===== config.mk =====
export PLATFORM = sky130hd
export DESIGN_NAME = instr_fetch_unit
export DESIGN_NICKNAME = d
export VERILOG_FILES = /design/src/rtl/fetch_pkg.sv /design/src/rtl/fetch_fifo.sv /design/src/rtl/instr_fetch_unit.sv
export SDC_FILE = /design/constraint.sdc
export NUM_CORES = 1
export LEC_CHECK = 0
export CAP_MARGIN = 40
export CORE_ASPECT_RATIO = 2
export CORE_MARGIN = 2
export CORE_UTILIZATION = 31
export CTS_BUF_LIST = sky130_fd_sc_hd__clkbuf_4
export CTS_CLUSTER_SIZE = 12
export DETAILED_ROUTE_END_ITERATION = 10
export GPL_TIMING_DRIVEN = 0
export PLACE_DENSITY = 0.5
export SYNTH_ARGS = -nofsm -noshare
export SYNTH_HDL_FRONTEND = slang
export SYNTH_SLANG_ARGS = --single-unit

===== constraint.sdc =====
create_clock -name clk -period 4.2 [get_ports clk]
set_clock_uncertainty 0.15 [all_clocks]
set_input_delay 0.63 -clock clk [delete_from_list [all_inputs] [get_ports clk]]
set_output_delay 0.63 -clock clk [all_outputs]
set_load 0.1 [all_outputs]

===== src/rtl/fetch_pkg.sv =====
// Shared widths and types for the instruction fetch unit.
package fetch_pkg;
    localparam int ADDR_W  = 72;
    localparam int INSTR_W = 60;

    typedef enum logic [1:0] {
        IDLE  = 2'd0,
        FETCH = 2'd1,
        DRAIN = 2'd2
    } fetch_state_t;

    typedef struct packed {
        logic [ADDR_W-1:0]  pc;
        logic [INSTR_W-1:0] instr;
    } fetch_entry_t;
endpackage


===== src/rtl/fetch_fifo.sv =====
// Synchronous FIFO of fetch entries with clear; push and pop may coincide at any fill level.
module fetch_fifo
    import fetch_pkg::*;
#(
    parameter int DEPTH = 4,
    localparam int PTR_W = $clog2(DEPTH),
    localparam int CNT_W = $clog2(DEPTH + 1)
) (
    input  logic             clk,
    input  logic             rst,
    input  logic             push_i,
    input  fetch_entry_t     push_data_i,
    input  logic             pop_i,
    input  logic             clear_i,
    output fetch_entry_t     head_o,
    output logic [CNT_W-1:0] count_o,
    output logic             full_o,
    output logic             empty_o
);
    fetch_entry_t     mem_q [DEPTH];
    logic [PTR_W-1:0] rd_ptr_q;
    logic [PTR_W-1:0] wr_ptr_q;
    logic [CNT_W-1:0] count_q;

    always_ff @(posedge clk or posedge rst) begin
        if (rst) begin
            rd_ptr_q <= '0;
            wr_ptr_q <= '0;
            count_q  <= '0;
        end else if (clear_i) begin
            rd_ptr_q <= '0;
            wr_ptr_q <= '0;
            count_q  <= '0;
        end else begin
            if (push_i) wr_ptr_q <= wr_ptr_q + 1'b1;
            if (pop_i)  rd_ptr_q <= rd_ptr_q + 1'b1;
            count_q <= count_q + CNT_W'(push_i) - CNT_W'(pop_i);
        end
    end

    // Storage needs no reset; the head is only meaningful while count is non-zero.
    always_ff @(posedge clk) begin
        if (push_i && !clear_i) mem_q[wr_ptr_q] <= push_data_i;
    end

    assign head_o  = mem_q[rd_ptr_q];
    assign count_o = count_q;
    assign full_o  = (count_q == CNT_W'(DEPTH));
    assign empty_o = (count_q == '0);
endmodule


===== src/rtl/instr_fetch_unit.sv =====
// Fetch stage: issues in-order instruction reads, buffers {pc, instr} for decode and drops stale
// responses after a redirect. Define FETCH_BYPASS_EN to forward a response straight to decode.
module instr_fetch_unit
    import fetch_pkg::*;
#(
    parameter int FIFO_DEPTH = 4
) (
    input  logic               clk,
    input  logic               rst,
    input  logic [ADDR_W-1:0]  pc_in,
    output logic               pc_advance,
    input  logic               redirect,
    output logic               imem_req_valid,
    input  logic               imem_req_ready,
    output logic [ADDR_W-1:0]  imem_req_addr,
    input  logic               imem_rsp_valid,
    input  logic [INSTR_W-1:0] imem_rsp_data,
    output logic               dec_valid,
    input  logic               dec_ready,
    output logic [INSTR_W-1:0] dec_instr,
    output logic [ADDR_W-1:0]  dec_pc,
    output logic               busy_drain
);
    localparam int CNT_W = $clog2(FIFO_DEPTH + 1);
    localparam logic [CNT_W:0] CAP = FIFO_DEPTH[CNT_W:0];

    fetch_state_t     state_q;
    logic [CNT_W-1:0] drop_cnt_q;
    logic [CNT_W-1:0] drop_cnt_d;
    logic [CNT_W-1:0] stale_cnt;
    logic [CNT_W-1:0] buf_count;
    logic [CNT_W-1:0] outstanding;
    logic             buf_empty, buf_full, tag_full, tag_empty;
    fetch_entry_t     buf_head, tag_head, buf_push_data, tag_push_data;
    logic             fetching, rsp_live, req_valid, bypass;
    logic             buf_push, buf_pop, unused_ok;

    // Valid/ready: a request transfers when imem_req_valid & imem_req_ready, a decode entry when
    // dec_valid & dec_ready; valid never depends on the matching ready.
    assign fetching   = (state_q == FETCH) && !redirect;
    assign rsp_live   = fetching && imem_rsp_valid;
    assign req_valid  = fetching && (({1'b0, buf_count} + {1'b0, outstanding}) < CAP);

    assign imem_req_valid = req_valid;
    assign imem_req_addr  = req_valid ? pc_in : '0;
    assign pc_advance     = req_valid && imem_req_ready;
    assign busy_drain     = (state_q == DRAIN);

`ifdef FETCH_BYPASS_EN
    assign bypass = rsp_live && buf_empty;
`else
    assign bypass = 1'b0;
`endif

    assign dec_valid = !buf_empty || bypass;
    assign buf_push  = rsp_live && !(bypass && dec_ready);
    assign buf_pop   = !buf_empty && dec_ready;

    always_comb begin
        dec_instr = '0;
        dec_pc    = '0;
        if (!buf_empty) begin
            dec_instr = buf_head.instr;
            dec_pc    = buf_head.pc;
        end else if (bypass) begin
            dec_instr = imem_rsp_data;
            dec_pc    = tag_head.pc;
        end
    end

    assign buf_push_data = '{pc: tag_head.pc, instr: imem_rsp_data};
    assign tag_push_data = '{pc: pc_in, instr: '0};

    // Responses still owed once a redirect lands; a response in the redirect cycle is dropped too.
    assign stale_cnt  = outstanding - CNT_W'(imem_rsp_valid);
    assign drop_cnt_d = drop_cnt_q - CNT_W'(imem_rsp_valid);

    always_ff @(posedge clk or posedge rst) begin
        if (rst) begin
            state_q    <= IDLE;
            drop_cnt_q <= '0;
        end else begin
            case (state_q)
                IDLE: state_q <= FETCH;
                FETCH: begin
                    if (redirect) begin
                        drop_cnt_q <= stale_cnt;
                        if (stale_cnt != '0) state_q <= DRAIN;
                    end
                end
                DRAIN: begin
                    drop_cnt_q <= drop_cnt_d;
                    if (drop_cnt_d == '0) state_q <= FETCH;
                end
                default: state_q <= IDLE;
            endcase
        end
    end

    fetch_fifo #(.DEPTH(FIFO_DEPTH)) u_buf (
        .clk         (clk),
        .rst         (rst),
        .push_i      (buf_push),
        .push_data_i (buf_push_data),
        .pop_i       (buf_pop),
        .clear_i     (redirect),
        .head_o      (buf_head),
        .count_o     (buf_count),
        .full_o      (buf_full),
        .empty_o     (buf_empty)
    );

    // Tag FIFO holds the PC of every in-flight request; its occupancy is the outstanding count.
    fetch_fifo #(.DEPTH(FIFO_DEPTH)) u_tag (
        .clk         (clk),
        .rst         (rst),
        .push_i      (pc_advance),
        .push_data_i (tag_push_data),
        .pop_i       (rsp_live),
        .clear_i     (redirect),
        .head_o      (tag_head),
        .count_o     (outstanding),
        .full_o      (tag_full),
        .empty_o     (tag_empty)
    );

    assign unused_ok = ^{tag_head.instr, tag_full, tag_empty, buf_full};
endmodule


; After elaboration in Yosys (flattened, before gate mapping)
; Memory sizes are Yosys's and may differ from the RTL's.
; Cells that the tools add are included.
[op_classes]
multipliers = 0
order_cmp = 1
mux = 23
eq_ne = 5
reduce_logical = 19
shifts = 0
bitwise = 0
n_addsub = 11
div_mod_pow = 0
[ops]
columns = cell, count
row1 = $mux W72, 2
row2 = $mux W60, 1
row3 = $mux W2, 11
row4 = $sub A3 B1 Y3, 4
row5 = $mux W3, 3
row6 = $add A2 B1 Y2 const B, 4
row7 = $reduce_bool A2 Y1, 4
row8 = $logic_and A1 B1 Y1, 7
row9 = $add A3 B1 Y3, 2
row10 = $logic_not A3 Y1, 2
row11 = $pmux W2 S3, 1
row12 = $pmux W3 S2, 1
row13 = $add A3 B3 Y4, 1
row14 = $lt A4 B3 Y1 const B, 1
row15 = $mux W1, 4
row16 = $ne A2 B1 Y1 const B, 2
row17 = $reduce_and A3 Y1, 1
row18 = $reduce_bool A3 Y1, 1
row19 = $eq A2 B1 Y1 const B, 1
row20 = $eq A2 B2 Y1 const B, 1
row21 = $logic_not A1 Y1, 2
row22 = $logic_not A2 Y1, 1
row23 = $ne A2 B2 Y1 const B, 1
row24 = $reduce_and A2 Y1, 1
[totals]
latch_bits = 0
reg_bits = 19
output_inout_bits = 208
mem_bits_rw = 816
n_memories = 2
rom_bits = 0
wordCells = 69
[mem_list]
columns = name, words, word_bits, rd, rd_clocked_by_memory_dff, wr, line_no
row1 = u_buf.mem_q, 4, 132, 1, 0, 1, fetch_fifo.sv:20  ; fetch_entry_t mem_q [DEPTH];
row2 = u_tag.mem_q, 4, 72, 1, 0, 1, fetch_fifo.sv:20

; Depth between registers and ports, before layout
[logic_depth]
ltp_word = 7
mapped_depth = 9
mapped_depth_nobuf = 9

; By module
; A second synthesis with hierarchy kept.
[unflattened]
cells_unflattened = 1739
area_unflattened_um2 = 40760.3
[by_module_without_submodules]
columns = module, n_inst, cells_each, area_each_um2
row1 = fetch_fifo, 2, 730, 19451.2
row2 = instr_fetch_unit, 1, 279, 1858.0

; Worst setup path before layout
; Ideal clock, no wire load.
[synth_path]
path_type = in2reg
start = in redirect
end = mem u_buf.mem_q[2][0] (netlist bit) (enable)
path_stages = 3
arrival_time_ns = 4.121
path_slack_ns = -0.578
t_required_ns = 3.543
n_path_buf = 1
cell_sequence = clkbuf_1 -> nor2_1 -> and2_1
[synth_between]
elab_chain_cells = 6
[synth_rtl]
columns = element, line_no
row1 = from (decl), instr_fetch_unit.sv:12  ; input logic redirect,
row2 = $logic_not A1 Y1 *, "fetch_fifo.sv:43, instr_fetch_unit.sv:40"
row3 = $logic_and A1 B1 Y1, instr_fetch_unit.sv:40  ; assign fetching = (state_q == FETCH) && !redirect;
row4 = $logic_and A1 B1 Y1, instr_fetch_unit.sv:41  ; assign rsp_live = fetching && imem_rsp_valid;
row5 = $logic_and A1 B1 Y1 *, fetch_fifo.sv:43  ; if (push_i && !clear_i) mem_q[wr_ptr_q] <= push_data_i;
row6 = $mux W1 *, fetch_fifo.sv:43
row7 = $mux W1 (implied by the code) *, fetch_fifo.sv:43
row8 = to (decl), fetch_fifo.sv:20
; Mark *: on every way between the ends. The rest lies on a longest branch, timed or not.

; Final worst setup path
[layout_path]
start = reg u_buf.count_q[2], in the netlist u_buf.count_o[2]
end = out imem_req_addr[14]
[layout_between]
elab_chain_cells = 4
[layout_rtl]
columns = element, line_no
row1 = from (decl), fetch_fifo.sv:23  ; logic [CNT_W-1:0] count_q;
row2 = from (signal assigned), fetch_fifo.sv:37  ; count_q <= count_q + CNT_W'(push_i) - CNT_W'(pop_i);
row3 = $add A3 B3 Y4, instr_fetch_unit.sv:42  ; assign req_valid = fetching && (({1'b0, buf_count} + {1'b0, outstanding}) < CAP);
row4 = $lt A4 B3 Y1, instr_fetch_unit.sv:42
row5 = $logic_and A1 B1 Y1, instr_fetch_unit.sv:42
row6 = $mux W72, instr_fetch_unit.sv:45  ; assign imem_req_addr = req_valid ? pc_in : '0;
row7 = to (decl), instr_fetch_unit.sv:15  ; output logic [ADDR_W-1:0] imem_req_addr,
; No other way between the ends.

==> metrics.md <==
| Metric | Value |
|---|---|
| Syn_nets | `1,583` |
| Final WL | `80,000 um` |
| EDFF count, synth | `816` |
| Clock Sinks | `835` |
| Remaining antenna violation count | `0` |
| Synth Flop Type | `edfxtp_1` |
| Layout net count | `2,339` |
| Post-route worst setup slack | `-0.0244 ns` |
| Hold wc startpoint | `pc_in[20]` |
| Port Buffers | `345` |
| Hold crit path type | `input port to flip-flop` |
| Worst IR Drop VDD | `0.000521 V` |
| Initial antenna violation count | `4` |
| Placement Cell Area | `41,400 um^2` |
| Crit path DAT | `3.44 ns` |
| Chip height | `458 um` |
| DRC viols | `0` |
| Fin crit share | `1.01` |
| Final setup fails | `22` |
| Worst EP required | `3.42 ns` |
| Min Clock Period, post-route | `4.22 ns` |
| Count of cell types in the netlist | `35` |
| Register area share after synthesis | `0.781` |
| Number of global-route vias before repair | `19,205` |
| H-Tree Level Count | `4` |
| Worst-path fanout max | `5` |
| Gr ovfl total | `0` |
| Reg2Reg Setup Slack | `0.54 ns` |
| Clock Path Buffers | `3` |
| Final Hold Viols | `0` |
| Slew HR | `0.456` |
| Leak Pwr | `15.3 nW` |
| Seq cells post-synth | `835` |
| Total Power | `33.4 mW` |
| Cell area after synthesis | `32,000 um^2` |
| Setup_tns | `-0.188 ns` |
| Crit. End Element | `primary output` |
| Hold EP | `u_tag.mem_q[2][20]` |
| TritonRoute pass-1 iters | `5` |
| Max-slew violation count | `0` |
| Placed insts | `3,346` |
| F_max | `237 MHz` |
| Syn avg cell area | `22.4 um^2` |
| Clk pin slew, worst setup/hold paths | `0.07 ns` |
| WL/cell | `21.7 um` |
| Die area | `106,000 um^2` |
| Vias per cell | `4.54` |
| Failing checks | `negative setup slack` |
| Max_cap viols | `0` |
| P&R area growth vs syn | `42.0%` |
| Die Span X | `231 um` |
| First-pass GRT wire length | `119,000 um` |
| Power Density | `737 nW/um^2` |
| Worst skew pair latency | `1.07 ns` |
| Site Rows | `166` |
| Final Core Density | `0.444` |
| Synth warnings | `0` |
| Status | `finished with violations` |
| Worst Reg-to-Reg Cells | `11` |
| Final RePlAce weighted congestion | `0.710` |
| WS Path Type | `flip-flop to primary output` |
| Layout cells sized above 1 | `0.403` |
| Worst slew pin tran | `0.816 ns` |
| Num CTS Buffers | `189` |
| GRT Overall Usage | `0.156` |
| R2r startpoint | `u_buf.count_o[2]` |
| Pre-CTS WS | `-0.865 ns` |
| Fin cells | `3,680` |
| Post-DP HPWL | `52,400 um` |
| Clock root cell | `clkbuf_4` |
| Finished Cell Area | `45,400 um^2` |
| Core area | `102,000 um^2` |
| CP startpoint kind | `flip-flop` |
| Pin count of the biggest net entering global routing | `44` |
| CTS tree | `done` |
| WHS | `0.224 ns` |
| R2r endpoint | `u_tag.mem_q[0][10]` |
| # IOs | `346` |
| Initial Util | `0.313` |
| Iter 0 DRT Violations | `607` |
| Asr flop ratio synth | `0.0228` |
| DR vias | `16,694` |
| Hold Crit Depth | `1` |
| RSZ-0062 raised after global routing | `yes` |
| Syn Inst Count | `1,425` |
## worst max-delay path: stages (launching register included)
cell,delay [ns]
dfrtp_2,0.44
ha_4,0.24
or4_4,0.50
nor3_4,0.21
buf_12,0.13
buf_12,0.12
buf_12,0.12
clkbuf_16,0.14
buf_12,0.13
and2_4,0.19
buf_16,0.17
## repair_timing
item | in CTS | in global routing
endpoints found under the setup margin | 207 | 74
pin swaps | 9 | 3
hold buffers | 128 | 0
resized for setup | 419 | 16
cloned | 5 | 0
hold endpoints to repair | 524 | 0
setup buffers | 43 | 1
## worst max path at each step
stage / start / cells after the start / to
2_1_floorplan: redirect / 4 / imem_req_addr[62]
3_3_place_gp: redirect / 5 / u_tag.mem_q[0][4]
3_5_place_dp: redirect / 8 / imem_req_addr[40]
4_1_cts: u_buf.count_o[2] / 11 / imem_req_addr[60]
5_1_grt: u_buf.count_o[2] / 10 / imem_req_addr[14]
6_report: u_buf.count_o[2] / 10 / imem_req_addr[14]
## where the power goes
part,total [mW],switching (mW),leakage [nW],internal (mW)
Combinational,17.0,10.1,6.24,6.88
Sequential,10.0,0.146,7.60,9.90
Clock,6.37,3.19,1.43,3.18
## area by class of cell
type                       count  area, um^2
clock inverter                75         454
antenna                        7        17.5
fill                        8860       56800
buffer                        68         766
clock buffer                 264        1980
inverter                      17        67.6
sequential                   835       25000
multi-input combinational    500        6890
timing repair buffer         570        8550
tap                         1344        1680
## layer usage
metal | part of all wire | GRT usage | wire [um]
met3 | 0.045 | 0.0370 | 3610
met5 | 0.00016 | 0 | 13
met2 | 0.56 | 0.295 | 45000
met4 | 0.025 | 0.0564 | 2040
met1 | 0.37 | 0.165 | 29300
## registers in the layout (all words and copies together), names as in the netlist
signal	count
drop_cnt_q	3
state_q	2
u_buf.count_o	3
u_buf.mem_q	528
u_buf.rd_ptr_q	2
u_buf.wr_ptr_q	2
u_tag.count_o	3
u_tag.mem_q	288
u_tag.rd_ptr_q	2
u_tag.wr_ptr_q	2
## cell usage after synthesis, drive strengths merged, types with 2 or more instances
| master | count | area share |
|---|---|---|
| and2 | 208 | 0.041 |
| and3 | 5 | 0.00098 |
| buf | 26 | 0.0039 |
| clkbuf | 47 | 0.0056 |
| dfrtp | 19 | 0.015 |
| edfxtp | 816 | 0.77 |
| fa | 2 | 0.0013 |
| ha | 18 | 0.0070 |
| inv | 17 | 0.0020 |
| mux2i | 3 | 0.00094 |
| mux4 | 204 | 0.14 |
| nand2 | 6 | 0.00070 |
| nand3b | 3 | 0.00070 |
| nor2 | 12 | 0.0014 |
| nor2b | 4 | 0.00078 |
| nor3 | 2 | 0.00067 |
| o211ai | 2 | 0.00047 |
| o21ai | 6 | 0.00094 |
| o31ai | 3 | 0.00070 |
| xnor2 | 3 | 0.00082 |
| xor2 | 8 | 0.0022 |
## layout by cell type, fill, tap and decap left out, types with 49 or more instances in the layout
| master | instances |
|---|---|
| edfxtp_1 | 816 |
| clkbuf_4 | 271 |
| mux4_2 | 204 |
| buf_12 | 158 |
| clkdlybuf4s50_1 | 158 |
| dlygate4sd3_1 | 128 |
| and2_1 | 114 |
| and2_4 | 88 |
| buf_16 | 68 |
| clkinv_1 | 49 |
## cell families (layout without fill, tap and decap cells)
| kind of cell | after synthesis | in the layout | synth area share |
|---|---|---|---|
| flip-flops | 835 | 835 | 0.781 |
| buffers and inverters | 90 | 994 | 0.0115 |
| XOR/XNOR | 11 | 11 | 0.00301 |
| AND/OR/NAND/NOR | 246 | 246 | 0.0476 |
| other | 0 | 7 | 0 |
| multiplexers | 208 | 208 | 0.145 |
| adder cells (fa/ha/maj) | 20 | 20 | 0.00830 |
| AO/OA/AOI/OAI | 15 | 15 | 0.00313 |
(Power assumes the default switching activity.)
